File: config.mk
export PLATFORM = sky130hd
export DESIGN_NAME = apb_ucpd_bmc_rx
export DESIGN_NICKNAME = d
export VERILOG_FILES = /design/src/rtl/apb_ucpd_pkg.sv /design/src/rtl/apb_ucpd_rx_filt.sv /design/src/rtl/apb_ucpd_bmc_rx.sv
export SDC_FILE = /design/constraint.sdc
export NUM_CORES = 1
export LEC_CHECK = 0
export CORE_MARGIN = 2
export CORE_UTILIZATION = 48
export CTS_CLUSTER_SIZE = 25
export DETAILED_ROUTE_END_ITERATION = 10
export MAX_ROUTING_LAYER = met4
export PLACE_DENSITY = 0.78
export SYNTH_ARGS = -nofsm -noshare
export SYNTH_HDL_FRONTEND = slang
export SYNTH_SLANG_ARGS = --single-unit
File: constraint.sdc
create_clock -name ic_clk -period 2.35 [get_ports ic_clk]
set_input_delay 0.705 -clock ic_clk [delete_from_list [all_inputs] [get_ports ic_clk]]
set_output_delay 0.705 -clock ic_clk [all_outputs]
set_load 0.01 [all_outputs]
File: src/rtl/apb_ucpd_pkg.sv
// Shared definitions for the UCPD BMC receiver: the interval counter width
// and the receiver state encoding. Also holds the 3-input majority vote
// used by the optional glitch filter (UCPD_RX_GLITCH_FILTER_EN).
package apb_ucpd_pkg;

    localparam int               CNT_W   = 7;
    localparam logic [CNT_W-1:0] CNT_MAX = '1;

    typedef enum logic [1:0] {
        ST_IDLE = 2'd0,
        ST_SYNC = 2'd1,
        ST_DATA = 2'd2,
        ST_HALF = 2'd3
    } ucpd_rx_state_e;

    function automatic logic maj3(input logic [2:0] s);
        return (s[0] & s[1]) | (s[0] & s[2]) | (s[1] & s[2]);
    endfunction

endpackage

File: src/rtl/apb_ucpd_rx_filt.sv
// CC line glitch filter: three samples taken on the prescaled tick, output is
// their majority. Adds up to two ticks of delay and swallows any pulse that
// is present for fewer than two ticks. Only compiled when
// UCPD_RX_GLITCH_FILTER_EN is defined; the default build has no filter.
`ifdef UCPD_RX_GLITCH_FILTER_EN
module apb_ucpd_rx_filt
    import apb_ucpd_pkg::*;
(
    input  logic ic_clk,
    input  logic ic_rst_n,
    input  logic ucpd_clk_red,
    input  logic cc_in,
    output logic cc_filt
);
    logic [2:0] r_samp;

    // Shift a new CC sample in on every prescaler tick
    always_ff @(posedge ic_clk or negedge ic_rst_n) begin
        if (!ic_rst_n) begin
            r_samp <= '0;
        end else if (ucpd_clk_red) begin
            r_samp <= {r_samp[1:0], cc_in};
        end
    end

    assign cc_filt = maj3(r_samp);

endmodule
`endif

File: src/rtl/apb_ucpd_bmc_rx.sv
// UCPD BMC receiver. Measures the tick count between CC transitions and
// decodes biphase-mark bits: one full interval is a 0, two half intervals
// are a 1. A half followed by a full, or going idle after a lone half, is a
// coding error. Strobes are registered, one cycle after the edge is seen.
// Optional feature: UCPD_RX_GLITCH_FILTER_EN inserts a majority filter in
// front of edge detection.
module apb_ucpd_bmc_rx
    import apb_ucpd_pkg::*;
(
    input  logic             ic_clk,
    input  logic             ic_rst_n,
    input  logic             rx_en,
    input  logic             cc_in,
    input  logic             ucpd_clk_red,
    input  logic [CNT_W-1:0] bit_thr,
    input  logic [CNT_W-1:0] idle_lmt,
    output logic             rx_bit,
    output logic             rx_bit_vld,
    output logic             rx_err,
    output logic             rx_idle,
    output logic             rx_active
);
    logic             w_cc_src;
    logic             r_cc_d;
    logic             w_trans;
    logic [CNT_W-1:0] r_cnt;
    logic             w_full;
    logic             w_idle_hit;
    ucpd_rx_state_e   r_state;
    ucpd_rx_state_e   w_state_nxt;
    logic             w_bit_nxt;
    logic             w_vld_nxt;
    logic             w_err_nxt;

`ifdef UCPD_RX_GLITCH_FILTER_EN
    apb_ucpd_rx_filt u_rx_filt (
        .ic_clk       (ic_clk),
        .ic_rst_n     (ic_rst_n),
        .ucpd_clk_red (ucpd_clk_red),
        .cc_in        (cc_in),
        .cc_filt      (w_cc_src)
    );
`else
    assign w_cc_src = cc_in;
`endif

    // Delayed copy of the CC line for edge detection
    always_ff @(posedge ic_clk or negedge ic_rst_n) begin
        if (!ic_rst_n) begin
            r_cc_d <= 1'b0;
        end else begin
            r_cc_d <= w_cc_src;
        end
    end

    assign w_trans    = r_cc_d ^ w_cc_src;
    // Classification uses the count reached before this edge clears it
    assign w_full     = (r_cnt > bit_thr);
    assign w_idle_hit = (r_cnt >= idle_lmt);

    // Interval counter: ticks since the last edge, saturating
    always_ff @(posedge ic_clk or negedge ic_rst_n) begin
        if (!ic_rst_n) begin
            r_cnt <= '0;
        end else if (!rx_en || w_trans) begin
            r_cnt <= '0;
        end else if (ucpd_clk_red && (r_cnt != CNT_MAX)) begin
            r_cnt <= r_cnt + 1'b1;
        end
    end

    // Decoder state register
    always_ff @(posedge ic_clk or negedge ic_rst_n) begin
        if (!ic_rst_n) begin
            r_state <= ST_IDLE;
        end else begin
            r_state <= w_state_nxt;
        end
    end

    // Next state: disable first, then edges, then the idle timeout
    always_comb begin
        w_state_nxt = r_state;
        if (!rx_en) begin
            w_state_nxt = ST_IDLE;
        end else if (w_trans) begin
            case (r_state)
                ST_IDLE: w_state_nxt = ST_SYNC;
                ST_SYNC: w_state_nxt = ST_DATA;
                ST_DATA: w_state_nxt = w_full ? ST_DATA : ST_HALF;
                default: w_state_nxt = ST_DATA;
            endcase
        end else if ((r_state != ST_IDLE) && w_idle_hit) begin
            w_state_nxt = ST_IDLE;
        end
    end

    // Output decode: status levels from state, strobe values for next cycle
    always_comb begin
        w_bit_nxt = rx_bit;
        w_vld_nxt = 1'b0;
        w_err_nxt = 1'b0;
        rx_idle   = (r_state == ST_IDLE);
        rx_active = (r_state == ST_DATA) || (r_state == ST_HALF);
        if (rx_en) begin
            if (w_trans) begin
                if ((r_state == ST_DATA) && w_full) begin
                    w_vld_nxt = 1'b1;
                    w_bit_nxt = 1'b0;
                end else if (r_state == ST_HALF) begin
                    if (w_full) begin
                        w_err_nxt = 1'b1;
                    end else begin
                        w_vld_nxt = 1'b1;
                        w_bit_nxt = 1'b1;
                    end
                end
            end else if ((r_state == ST_HALF) && w_idle_hit) begin
                // A lone half interval before the line went quiet
                w_err_nxt = 1'b1;
            end
        end
    end

    // Registered bit and strobes
    always_ff @(posedge ic_clk or negedge ic_rst_n) begin
        if (!ic_rst_n) begin
            rx_bit     <= 1'b0;
            rx_bit_vld <= 1'b0;
            rx_err     <= 1'b0;
        end else begin
            rx_bit     <= w_bit_nxt;
            rx_bit_vld <= w_vld_nxt;
            rx_err     <= w_err_nxt;
        end
    end

endmodule

* Yosys cells after proc, flatten, opt, wreduce, memory -nomap -nowiden *
Index checks and enable logic that the tools add are counted.

word-level totals
  output and inout port bits = 5
  bits in latches = 0
  input port bits = 19
  flip-flop bits (word level) = 13
  memories = 0
  ROM bits = 0
  memory bits (writable) = 0

cells by class
  order comparisons = 2
  $add $sub $neg = 1
  equal/unequal tests = 5
  bitwise logic cells = 1
  reductions and logical operators = 12
  multiplexer cells = 21
  multiply operators = 0
  shifts and indexed selects = 0
  div/mod/pow operators = 0

operators by type and width
  kind                 number
  $mux 1               15
  $mux 7               2
  $add 7x1->7 const B  1
  $ge 7x7->1           1
  $gt 7x7->1           1
  $ne 7x7->1 const B   1
  $mux 2               3
  $reduce_bool 2->1    3
  $eq 2x2->1 const B   2
  $logic_and 1x1->1    4
  $pmux 2 s2           1
  $reduce_and 4->1     1
  $ne 3x1->1 const B   1
  $logic_not 2->1      1
  $logic_or 1x1->1     2
  $ne 2x1->1 const B   1
  $logic_not 1->1      1
  $xor 1x1->1          1

* Longest topological paths before layout *
Gate-level depths: netlist of run 1.

  word-level depth = 6
  mapped depth = 7
  mapped depth without buffers = 7

* Worst setup path before layout of run 1 *
OpenSTA, ideal clock, no wires.

  kind = in2reg
  from = input bit_thr[2]
  to = register r_state[0]
  arrival = 1.936 ns
  path buffers = 0
  stages on the path = 7
  data required time = 2.283 ns
  setup slack = 0.347 ns
  path through = inv_1 -> ha_1 -> a21oi_2 -> a21oi_1 -> o21ba_2 -> a2111oi_2 -> a41o_1

on the way
  cells in the longest elaborated chain, start to end = 5

ends and longest elaborated chain
  what                  line                   source
  from (decl)           apb_ucpd_bmc_rx.sv:15  input logic [CNT_W-1:0] bit_thr,
  $gt 7x7->1            apb_ucpd_bmc_rx.sv:58  assign w_full = (r_cnt > bit_thr);
  $mux 1                apb_ucpd_bmc_rx.sv:90  ST_DATA: w_state_nxt = w_full ? ST_DATA : ST_HALF;
  $pmux 2 s2            apb_ucpd_bmc_rx.sv:87  case (r_state)
  $mux 2                apb_ucpd_bmc_rx.sv:86  end else if (w_trans) begin
  $mux 2                apb_ucpd_bmc_rx.sv:84  if (!rx_en) begin
  to (signal assigned)  apb_ucpd_bmc_rx.sv:77  r_state <= w_state_nxt;
  to (decl)             apb_ucpd_bmc_rx.sv:29  ucpd_rx_state_e r_state;

Every way passes these cells.
A chain may end at the register's enable or synchronous reset.

* Worst setup path in the final report of run 1 *
  from = input idle_lmt[2]
  to = register rx_err

on the way
  cells in the longest elaborated chain, start to end = 5

ends and longest elaborated chain
  what                  line                    source
  from (decl)           apb_ucpd_bmc_rx.sv:16   input logic [CNT_W-1:0] idle_lmt,
  $ge 7x7->1            apb_ucpd_bmc_rx.sv:59   assign w_idle_hit = (r_cnt >= idle_lmt);
  $logic_and 1x1->1     apb_ucpd_bmc_rx.sv:118  end else if ((r_state == ST_HALF) && w_idle_hit) begin
  $mux 1                apb_ucpd_bmc_rx.sv:118
  $mux 1                apb_ucpd_bmc_rx.sv:106  if (w_trans) begin
  $mux 1                apb_ucpd_bmc_rx.sv:105  if (rx_en) begin
  net w_err_nxt         apb_ucpd_bmc_rx.sv:33   logic w_err_nxt;
  to (signal assigned)  apb_ucpd_bmc_rx.sv:134  rx_err <= w_err_nxt;
  to (decl)             apb_ucpd_bmc_rx.sv:19   output logic rx_err,

The timed path passes the listed nets, and every way through them passes these cells.

==> impl_metrics.csv, run 1 <==
group,metric,value,unit
die,boundaryPins,24,
logic_synthesis,synthCells,105,
worst_setup_path,critPathKind,"in -> reg",
logic_synthesis,dominant_combinational_cell_family_by_area_after_synthesis,"adder cells",
placed_design,gp_routability_congestion,0.7568,
global_route,grt_max_degree,14,
timing,min_period_over_period,94.68,%
placed_design,post_dp_cell_area,1242,um2
timing,finalSetupViolCount,0,
worst_setup_path,cp_slowest_stage_delay,0.45,ns
timing,skew,0.001265,ns
logic_synthesis,synth.most_common_cell,"sky130_fd_sc_hd__inv_1",
cts,number_of_levels_in_the_clock_h_tree,1,
die,floorplan.die.width,48.89,um
worst_setup_path,worst_setup_end_kind,"flop",
global_route,met2_track_demand_over_resource_in_global_routing,34.25,%
worst_setup_path,crit_required,2.48,ns
logic_synthesis,netlist.top_cell.by_area,"sky130_fd_sc_hd__dfrtp_1",
global_route,global_routing_s_busiest_layer,"met2",
drt,routed_wirelength,1852,um
global_route,grt_util_met3,2.761,%
global_route,gr-total-overflow,0,
logic_synthesis,yosysSeqAreaShare,33.64,%
power,peakVddDrop,0.0003834,V
cells_and_area,finish.instance_area,1287,um2
drt,detail-route-antenna-nets,0,
logic_synthesis,post_synth_and_or_nand_nor_area_fraction,14.75,%
drt,post_drt_wl_per_cell,11.58,um
logic_synthesis,yosysTopAreaCellShare,33.64,%
cells_and_area,n_antenna_cell,0,
power,p_leak,0.6022,nW
cells_and_area,synthToLayoutAreaGrowth,33.12,%
cts,insertion_delay,0.27,ns
power,finalPower,0.5424,mW
worst_setup_path,worstPathBufferInverterCount,3,
logic_synthesis,synth_area,967.2,um2
timing,relative_slew_margins,62.18,%
hold_path,hp-class,"reg -> reg",
logic_synthesis,synthTopCellsByArea,"sky130_fd_sc_hd__dfrtp_1, sky130_fd_sc_hd__ha_1, sky130_fd_sc_hd__inv_1",
drt,routed-via-count,803,
drt,drt-pass1-iter-count,4,
cells_and_area,instances_no_fill,160,
global_route,global_route.usage.met1,21.09,%
logic_synthesis,mappedNetlistNets,139,
drt,post_drt_via_cell_ratio,5.019,
worst_setup_path,cp.depth,9,
logic_synthesis,postSynthAreaPerCell,9.211,um2
timing,tns,0,ns
worst_setup_path,critical-path-slowest-cell,"sky130_fd_sc_hd__clkdlybuf4s50_1",
worst_setup_path,critical_path.cell_chain,"clkdlybuf4s50_1 > inv_1 > ha_1 > a21o_1 > a31oi_2 > o21ai_0 > a21oi_1 > buf_4 > a211oi_1",
cts,max-clock-path-buffers,2,
cells_and_area,drive_above_1_share,10.53,%
cts,clock_tree_from_tritoncts,"built",
drt,route.detailed.drc,0,
logic_synthesis,postSynth.topFlopCell,"sky130_fd_sc_hd__dfrtp_1",
die,core-area,1922,um2
logic_synthesis,async_reset_ff_share,100.0,%
global_route,groute.usage.overall,18.98,%
timing,final_hold_viol_count,0,
die,fp-row-count,16,
global_route,via_count_of_the_first_global_routing_pass,864,
worst_setup_path,arrival,2.35,ns
die,starting_density_of_the_core,50.33,%
placed_design,portBuffers,23,
cts,cts_sinks,13,
global_route,grt_pass1_wl,3505,um
cells_and_area,final_net_count,168,
drt,dr.first_iter.drc_count,15,
worst_setup_path,worst_path_dominant_cell_family,"compound AO/OA/AOI/OAI gates",
placed_design,placed_cells,156,
logic_synthesis,yosys_warnings,0,
timing,worst_hold_slack,0.5571,ns
placed_design,final_hpwl_dp,1534,um
timing,final.min_clock_period,2.225,ns
logic_synthesis,ys_seq_elements,13,
power,powerDensity,421.3,nW/um2
outcome,outcome,"finished, final reports clean",
logic_synthesis,yosys-mux-area-fraction,1.035,%
cts,clkSlewWorstSetupHoldPaths,0.08,ns
cts,cts_made_buffers,3,
worst_setup_path,path_max_fanout,3,
global_route,grt_antenna_before_repair,0,
timing,max_clock_freq,449.4,MHz
hold_path,min_delay_path_depth,2,
logic_synthesis,yosys.area_share.adder,19.40,%
die,die_area,2390,um2
worst_setup_path,critPathLaunchType,"input pin",
cts,root_buffer,"sky130_fd_sc_hd__clkbuf_4",
logic_synthesis,synth_compound_area_share,17.46,%
logic_synthesis,synth_edf_count,0,
die,die_extent_in_y,48.89,um
job,max_cap_violations,0,
logic_synthesis,synth_cell_types,28,
logic_synthesis,synth_commonest_cells,"sky130_fd_sc_hd__inv_1, sky130_fd_sc_hd__ha_1, sky130_fd_sc_hd__nor2_1",
timing,worst-slew-pin-transition,0.5656,ns
timing,final_max_slew_viol_count,0,
logic_synthesis,yosys.area_share.xor_xnor,7.115,%
worst_setup_path,reg2reg_depth,7,
[registers in the layout, indices dropped and copies added (netlist names)]
signal and flops:
rx_bit_vld 1, rx_err 1, r_cc_d 1, rx_bit 1, r_state 2, r_cnt 7
[timing repair]
action                                  CTS  global route
endpoints found under the setup margin    0             1
hold buffers                              0             0
setup buffers                             0             0
resized for setup                         0             2
[layout make-up]
cell class              instances  area (um2)
clock buffers                   4       26.28
fillers                       176       634.4
inverters                      16       60.06
multi-input cells              75       596.8
flip-flops and latches         13       325.3
well taps                      27       33.78
repair buffers                 25       245.2
[cells by family after synthesis]
logic type,count (synthesis)
xor gates and xnor gates,7
muxes,1
AOI/OAI and AO/OA,21
adders and majority gates,15
and+or+nand+nor,31
DFF,13
buffers and inverters,17
[routing by layer]
layer | part of all wire, % | up-vias
met3 | 4.6 | 0
li1 | - | 416
met4 | 0 | 0
met1 | 44 | 361
met2 | 51 | 26
met5 | 0 | -
[final timing paths]
check                             end  slack (ns)         from
min in group asynchronous  r_state[1]        0.79     ic_rst_n
hold reg to reg                rx_bit        0.56       rx_bit
hold / removal                 rx_bit        0.56       rx_bit
setup reg to reg               rx_err        0.59     r_cnt[2]
setup / recovery               rx_err        0.13  idle_lmt[2]
max in group asynchronous    r_cnt[5]        1.19     ic_rst_n
[placed cells by master, fill, tap and decap left out, drive strengths merged]
master / count
dfrtp: 13
nand2: 5
a31oi: 1
o311ai: 1
a2111oi: 1
nor2: 15
nand2b: 1
a31o: 1
o31ai: 1
nand3: 4
a41o: 1
o21ba: 1
nand3b: 2
buf: 2
nand4: 1
xnor2: 7
a211oi: 1
nor3: 3
a21o: 2
a21oi: 8
clkbuf: 4
mux2i: 1
o21ai: 3
inv: 16
ha: 15
clkdlybuf4s50: 23
[report_power, final]
part	switching [mW]	leakage [nW]	total, mW	internal [mW]
clock	0.0700	0.0150	0.136	0.0658
sequential	0.0186	0.175	0.258	0.240
combinational	0.0619	0.412	0.148	0.0863
[per-stage QoR]
| stage | utilization (%) | setup slack, ns |
|---|---|---|
| floorplan | - | 0.3475 |
| detailed placement | 64.65 | -0.1915 |
| global route | 66.99 | -0.002452 |
| global placement | 64.65 | -0.1305 |
| CTS | 66.02 | 0.09219 |
| finish | 66.99 | 0.1250 |
[tightest hold or removal path, cell delays in order (launching register included)]
cell	delay, ns
sky130_fd_sc_hd__dfrtp_1	0.36
sky130_fd_sc_hd__nor2_1	0.05
sky130_fd_sc_hd__a21oi_1	0.10
Power figures use the tool's default switching activity.
==> inputs of run 2 (changes only) <==
--- a/config.mk
+++ b/config.mk
@@ -6,11 +6,12 @@
 export NUM_CORES = 1
 export LEC_CHECK = 0
 export CORE_MARGIN = 2
-export CORE_UTILIZATION = 48
+export CORE_UTILIZATION = 40
 export CTS_CLUSTER_SIZE = 25
 export DETAILED_ROUTE_END_ITERATION = 10
 export MAX_ROUTING_LAYER = met4
-export PLACE_DENSITY = 0.78
+export PLACE_DENSITY = 0.67
+export SKIP_LAST_GASP = 1
 export SYNTH_ARGS = -nofsm -noshare
 export SYNTH_HDL_FRONTEND = slang
 export SYNTH_SLANG_ARGS = --single-unit
==> run 2 against run 1 <==
Hold slack improved by 0.011 ns. Via count increased by 0.50%. Critical path type unchanged. Clock skew decreased by 0.00056 ns. Critical path depth decreased by 1. Sequential share of layout area decreased by 0.27 points. Design area increased by 1.1%. Wire length increased by 7.8%. Power about the same. Highest routed layer is now met4. Utilization decreased by 9.3 points. Combinational power about the same. First-iteration DRC count decreased by 40%.
==> impl_metrics.csv, run 2 (same netlist as run 1, synthesis figures left out) <==
group,metric,value,unit
timing,min_period_over_period,94.62,%
timing,finalSetupViolCount,0,
cts,clock_tree_from_tritoncts,"built",
cells_and_area,largestRegisters,"r_cnt: 7 flops, r_state: 2 flops",
global_route,via_count_of_the_first_global_routing_pass,834,
worst_setup_path,rrSetupSlack,0.61,ns
placed_design,dp_worst_setup_slack,-0.2068,ns
worst_setup_path,worstPathBufferInverterCount,2,
timing,final_max_slew_viol_count,0,
cells_and_area,n_antenna_cell,0,
cts,number_of_levels_in_the_clock_h_tree,1,
worst_setup_path,critical_path.cell_chain,"clkdlybuf4s50_1 > inv_1 > ha_1 > a21oi_1 > o21ai_1 > o21ba_2 > a2111oi_4 > a41o_1",
worst_setup_path,worst_setup_end_kind,"flop",
hold_path,worstHoldStart,"rx_bit",
worst_setup_path,worst_path_dominant_cell_family,"compound AO/OA/AOI/OAI gates",
placed_design,final_hpwl_dp,1562,um
cells_and_area,drive_above_1_share,11.28,%
drt,routed_wirelength,1996,um
timing,final_critical_path_setup_slack,0.1264,ns
worst_setup_path,critPathKind,"in -> reg",
global_route,grt_pass1_wl,3415,um
cts,root_buffer,"sky130_fd_sc_hd__clkbuf_4",
die,starting_density_of_the_core,42.90,%
worst_setup_path,timing.rr.end,"rx_err",
cts,post_cts_buffers,0,
cts,cts_made_buffers,3,
global_route,gr-total-overflow,0,
outcome,outcome,"finished, final reports clean",
drt,post_drt_via_cell_ratio,5.012,
placed_design,portBuffers,23,
power,finalPower,0.5420,mW
drt,detail-route-antenna-nets,0,
worst_setup_path,critical-path-slowest-cell,"sky130_fd_sc_hd__clkdlybuf4s50_1",
cells_and_area,layout_common_cells,"sky130_fd_sc_hd__clkdlybuf4s50_1, sky130_fd_sc_hd__inv_1, sky130_fd_sc_hd__nor2_1",
global_route,groute.usage.overall,17.04,%
die,core-area,2255,um2
power,powerDensity,416.5,nW/um2
cells_and_area,synthToLayoutAreaGrowth,34.54,%
cts,max-clock-path-buffers,2,
cells_and_area,final_net_count,168,
drt,route.detailed.drc,0,
die,fp-row-count,17,
global_route,grt_util_met3,1.977,%
drt,routed-via-count,807,
job,max_cap_violations,0,
die,floorplan.die.width,53.17,um
hold_path,hp-class,"reg -> reg",
die,boundaryPins,24,
placed_design,post_dp_cell_area,1244,um2
global_route,grt_antenna_before_repair,0,
global_route,met2_track_demand_over_resource_in_global_routing,31.25,%
cells_and_area,largest_register_ffs,7,
timing,final.min_clock_period,2.224,ns
hold_path,min_delay_path_depth,2,
die,die_area,2827,um2
worst_setup_path,worst_setup_path_startpoint,"bit_thr[6]",
timing,max_clock_freq,449.7,MHz
drt,drt-pass1-iter-count,4,
cells_and_area,finish.instance_area,1301,um2
power,peakVddDrop,0.0003841,V
cells_and_area,largest_register,"r_cnt",
placed_design,gp_routability_congestion,0.8528,
global_route,global_route.usage.met1,18.80,%
worst_setup_path,arrival,2.43,ns
power,p_leak,0.6012,nW
timing,relative_slew_margins,61.20,%
worst_setup_path,reg2reg_depth,7,
global_route,grt_max_degree,14,
worst_setup_path,r2r-start,"r_cnt[2]",
cts,insertion_delay,0.27,ns
timing,tns,0,ns
timing,skew,0.0007065,ns
cts,clkSlewWorstSetupHoldPaths,0.08,ns
timing,worst-slew-pin-transition,0.5801,ns
worst_setup_path,path_max_fanout,3,
worst_setup_path,critPathLaunchType,"input pin",
global_route,global_routing_s_busiest_layer,"met2",
die,die_extent_in_y,53.17,um
hold_path,min_to,"rx_bit",
drt,dr.first_iter.drc_count,9,
timing,grt_setup_unrepaired,"false",
cells_and_area,layout_commonest_cell,"sky130_fd_sc_hd__clkdlybuf4s50_1",
timing,final_hold_viol_count,0,
cts,cts_sinks,13,
drt,post_drt_wl_per_cell,12.40,um
worst_setup_path,crit_required,2.56,ns
worst_setup_path,cp_slowest_stage_delay,0.45,ns
worst_setup_path,cp.depth,8,
[run 2: cell types whose count changed in the layout (fill, tap and decap cells not counted)]
cell | before | now
sky130_fd_sc_hd__ha_4 | 0 | 1
sky130_fd_sc_hd__ha_1 | 15 | 14
[run 2: report_power, final]
part	leakage, nW	switching [mW]	internal (mW)
Combinational	0.411	0.0625	0.0868
Sequential	0.175	0.0189	0.240
Clock	0.0150	0.0685	0.0657
[run 2: how the worst max path moves through the flow]
stage / slack [ns] / to
2_1_floorplan: 0.35 / r_state[0]
3_3_place_gp: -0.16 / rx_err
3_5_place_dp: -0.21 / r_state[0]
4_1_cts: 0.09 / r_state[0]
5_1_grt: 0.0005 / r_state[0]
6_report: 0.13 / r_state[0]
[run 2: stage by stage]
stage / cells / hold slack, ns / utilization [%]
floorplan: 105 / 0.4094 / -
global placement: 157 / 0.5402 / 55.16
detailed placement: 157 / 0.5475 / 55.16
CTS: 161 / 0.5739 / 56.33
global route: 161 / 0.6042 / 57.71
finish: 161 / 0.5685 / 57.71
[run 2: cell type report]
cell class	instances	area (um2)
timing repair buffer	25	245.2
fill	215	953.4
clock buffer	4	26.28
sequential	13	325.3
tap	28	35.03
inverter	16	60.06
multi-input combinational	75	609.3
[run 2: worst reg2reg max path: cells and delay by family (launching register included)]
family | cells | cell delay [ns]
fa+ha+maj | 1 | 0.35
flops | 1 | 0.47
compound gates | 5 | 0.67
buf+inv | 1 | 0.15
[run 2: timing repair]
item                       4_1_cts  5_1_grt
hold buffers                     0        0
setup endpoints to repair        0        1
resized for setup                0        3
[run 2: per-layer routing]
metal / part of all wire [%] / wire length, um
met4: 0.25 / 5
met1: 44 / 881
met2: 51 / 1011
met5: 0 / 0
met3: 4.9 / 98
==> inputs of run 3 (changes only) <==
--- a/config.mk
+++ b/config.mk
@@ -5,12 +5,12 @@
 export SDC_FILE = /design/constraint.sdc
 export NUM_CORES = 1
 export LEC_CHECK = 0
+export CAP_MARGIN = 30
 export CORE_MARGIN = 2
-export CORE_UTILIZATION = 40
+export CORE_UTILIZATION = 25
 export CTS_CLUSTER_SIZE = 25
 export DETAILED_ROUTE_END_ITERATION = 10
 export MAX_ROUTING_LAYER = met4
-export PLACE_DENSITY = 0.67
 export SKIP_LAST_GASP = 1
 export SYNTH_ARGS = -nofsm -noshare
 export SYNTH_HDL_FRONTEND = slang
==> run 3 against run 2 <==
Sequential power about the same. Power up 12%. Sequential share of layout area down 0.63 points. Count of clock-buffer cells in the layout unchanged. Die area up 55%. Cell count up 12%. Largest power group unchanged.
==> impl_metrics.csv, run 3 (same netlist as run 1, synthesis figures left out) <==
group,metric,value,unit
global_route,gr-total-overflow,0,
cts,max-clock-path-buffers,2,
worst_setup_path,reg2reg_depth,6,
timing,skew,0.001709,ns
drt,routed_wirelength,2162,um
cts,cts_made_buffers,3,
die,floorplan.die.width,66.20,um
cells_and_area,layout_commonest_cell,"sky130_fd_sc_hd__clkdlybuf4s50_1",
outcome,outcome,"finished, final reports clean",
hold_path,min_to,"rx_bit",
cells_and_area,largestRegisters,"r_cnt: 7 flops, r_state: 2 flops",
timing,worst-slew-pin-transition,0.6286,ns
worst_setup_path,cp_slowest_stage_delay,0.45,ns
cts,number_of_levels_in_the_clock_h_tree,1,
worst_setup_path,rrSetupSlack,0.62,ns
timing,max_clock_freq,447.8,MHz
hold_path,min_delay_path_depth,2,
die,die_extent_in_y,66.20,um
drt,route.detailed.drc,0,
placed_design,dp_worst_setup_slack,-0.2261,ns
worst_setup_path,critical_path.cell_chain,"clkdlybuf4s50_1 > inv_1 > ha_1 > a21oi_1 > o21ai_1 > o21ba_2 > a2111oi_2 > a41o_1",
power,p_leak,0.6024,nW
timing,grt_setup_unrepaired,"false",
die,boundaryPins,24,
timing,min_period_over_period,95.03,%
placed_design,portBuffers,23,
hold_path,worstHoldStart,"rx_bit",
cells_and_area,final_net_count,167,
die,starting_density_of_the_core,26.22,%
cells_and_area,final_core_utilization,36.19,%
job,max_cap_violations,0,
power,finalPower,0.6082,mW
power,sw_frac_of_total,26.80,%
cts,root_buffer,"sky130_fd_sc_hd__clkbuf_8",
drt,drt-pass1-iter-count,4,
global_route,grt_max_degree,14,
timing,final_critical_path_setup_slack,0.1168,ns
drt,routed-via-count,826,
cells_and_area,instances_no_fill,180,
global_route,via_count_of_the_first_global_routing_pass,867,
global_route,grt_antenna_before_repair,0,
cts,insertion_delay,0.24,ns
cts,post_cts_buffers,0,
cells_and_area,largest_register,"r_cnt",
timing,final.min_clock_period,2.233,ns
placed_design,final_hpwl_dp,1701,um
power,powerDensity,455.6,nW/um2
worst_setup_path,crit_required,2.53,ns
die,core-area,3689,um2
cts,clock_tree_from_tritoncts,"built",
timing,tns,0,ns
worst_setup_path,critical-path-slowest-cell,"sky130_fd_sc_hd__clkdlybuf4s50_1",
cells_and_area,n_antenna_cell,0,
power,p_int,0.4452,mW
worst_setup_path,timing.rr.end,"r_state[0]",
die,die_area,4382,um2
global_route,global_route.usage.met1,14.17,%
power,netSwitchingPower,0.1630,mW
global_route,met2_track_demand_over_resource_in_global_routing,20.38,%
timing,finalSetupViolCount,0,
power,p_seq_share,42.5,%
drt,post_drt_via_cell_ratio,4.589,
cts,clkSlewWorstSetupHoldPaths,0.06,ns
global_route,global_routing_s_busiest_layer,"met2",
placed_design,placed_cells,176,
cells_and_area,largest_register_ffs,7,
drt,post_drt_wl_per_cell,12.01,um
worst_setup_path,arrival,2.41,ns
timing,worst_hold_slack,0.5639,ns
global_route,grt_util_met3,3.407,%
power,share_comb_of_total_power,24.3,%
timing,relative_slew_margins,57.96,%
worst_setup_path,worst_setup_end_kind,"flop",
power,peakVddDrop,0.0003150,V
global_route,groute.usage.overall,11.87,%
cts,post_cts_hold_buffer_count,0,
worst_setup_path,r2r-start,"r_cnt[4]",
timing,final_hold_viol_count,0,
placed_design,post_dp_cell_area,1261,um2
die,fp-row-count,22,
cells_and_area,layout_common_cells,"sky130_fd_sc_hd__clkdlybuf4s50_1, sky130_fd_sc_hd__inv_1, sky130_fd_sc_hd__nor2_1",
worst_setup_path,critPathLaunchType,"input pin",
drt,dr.first_iter.drc_count,10,
hold_path,hp-class,"reg -> reg",
cts,cts_sinks,13,
global_route,grt_pass1_wl,3850,um
power,clockPowerShare,33.3,%
placed_design,gp_routability_congestion,0.7758,
timing,final_max_slew_viol_count,0,
cells_and_area,finish.instance_area,1335,um2
cells_and_area,synthToLayoutAreaGrowth,38.03,%
drt,detail-route-antenna-nets,0,
cells_and_area,drive_above_1_share,11.36,%
worst_setup_path,critPathKind,"in -> reg",
worst_setup_path,path_max_fanout,2,
-- run 3: power by group through the flow --
stage          Combinational, mW  Sequential (mW)  Clock (mW)
2_1_floorplan             0.0639            0.263           0
3_3_place_gp               0.143            0.260           0
3_5_place_dp               0.146            0.261           0
4_1_cts                    0.148            0.258       0.207
5_1_grt                    0.168            0.261       0.221
6_report                   0.148            0.258       0.202
-- run 3: worst max-delay path by stage --
stage,startpoint,to
after floorplan,bit_thr[2],r_state[0]
after global placement,bit_thr[2],r_state[0]
after detailed placement,idle_lmt[4],r_state[0]
after CTS,idle_lmt[4],r_state[0]
after global routing,bit_thr[4],r_state[0]
final,bit_thr[4],r_state[0]
-- run 3: timing repair --
action	4_1_cts	5_1_grt
setup endpoints to repair	0	3
gates resized for setup	0	4
hold endpoints to repair	0	0
-- run 3: layout make-up --
class                           instances  area [um2]
Fill cell                             389        2354
Multi-Input combinational cell         75       606.8
Inverter                               16       60.06
Sequential cell                        13       325.3
Clock buffer                            4       45.04
Timing Repair Buffer                   24       237.7
Tap cell                               48       60.06
-- run 3: critical path: cells and delay by family --
kind | cells | cell delay (ns)
AOI/OAI and AO/OA | 5 | 0.91
buffers and inverters | 2 | 0.49
adders and majority gates | 1 | 0.30
-- run 3: metal layers --
layer / part of all wire (%) / vias to the layer above
li1: - / 413
met1: 46 / 392
met2: 49 / 21
met3: 5.2 / 0
met4: 0 / 0
met5: 0 / -
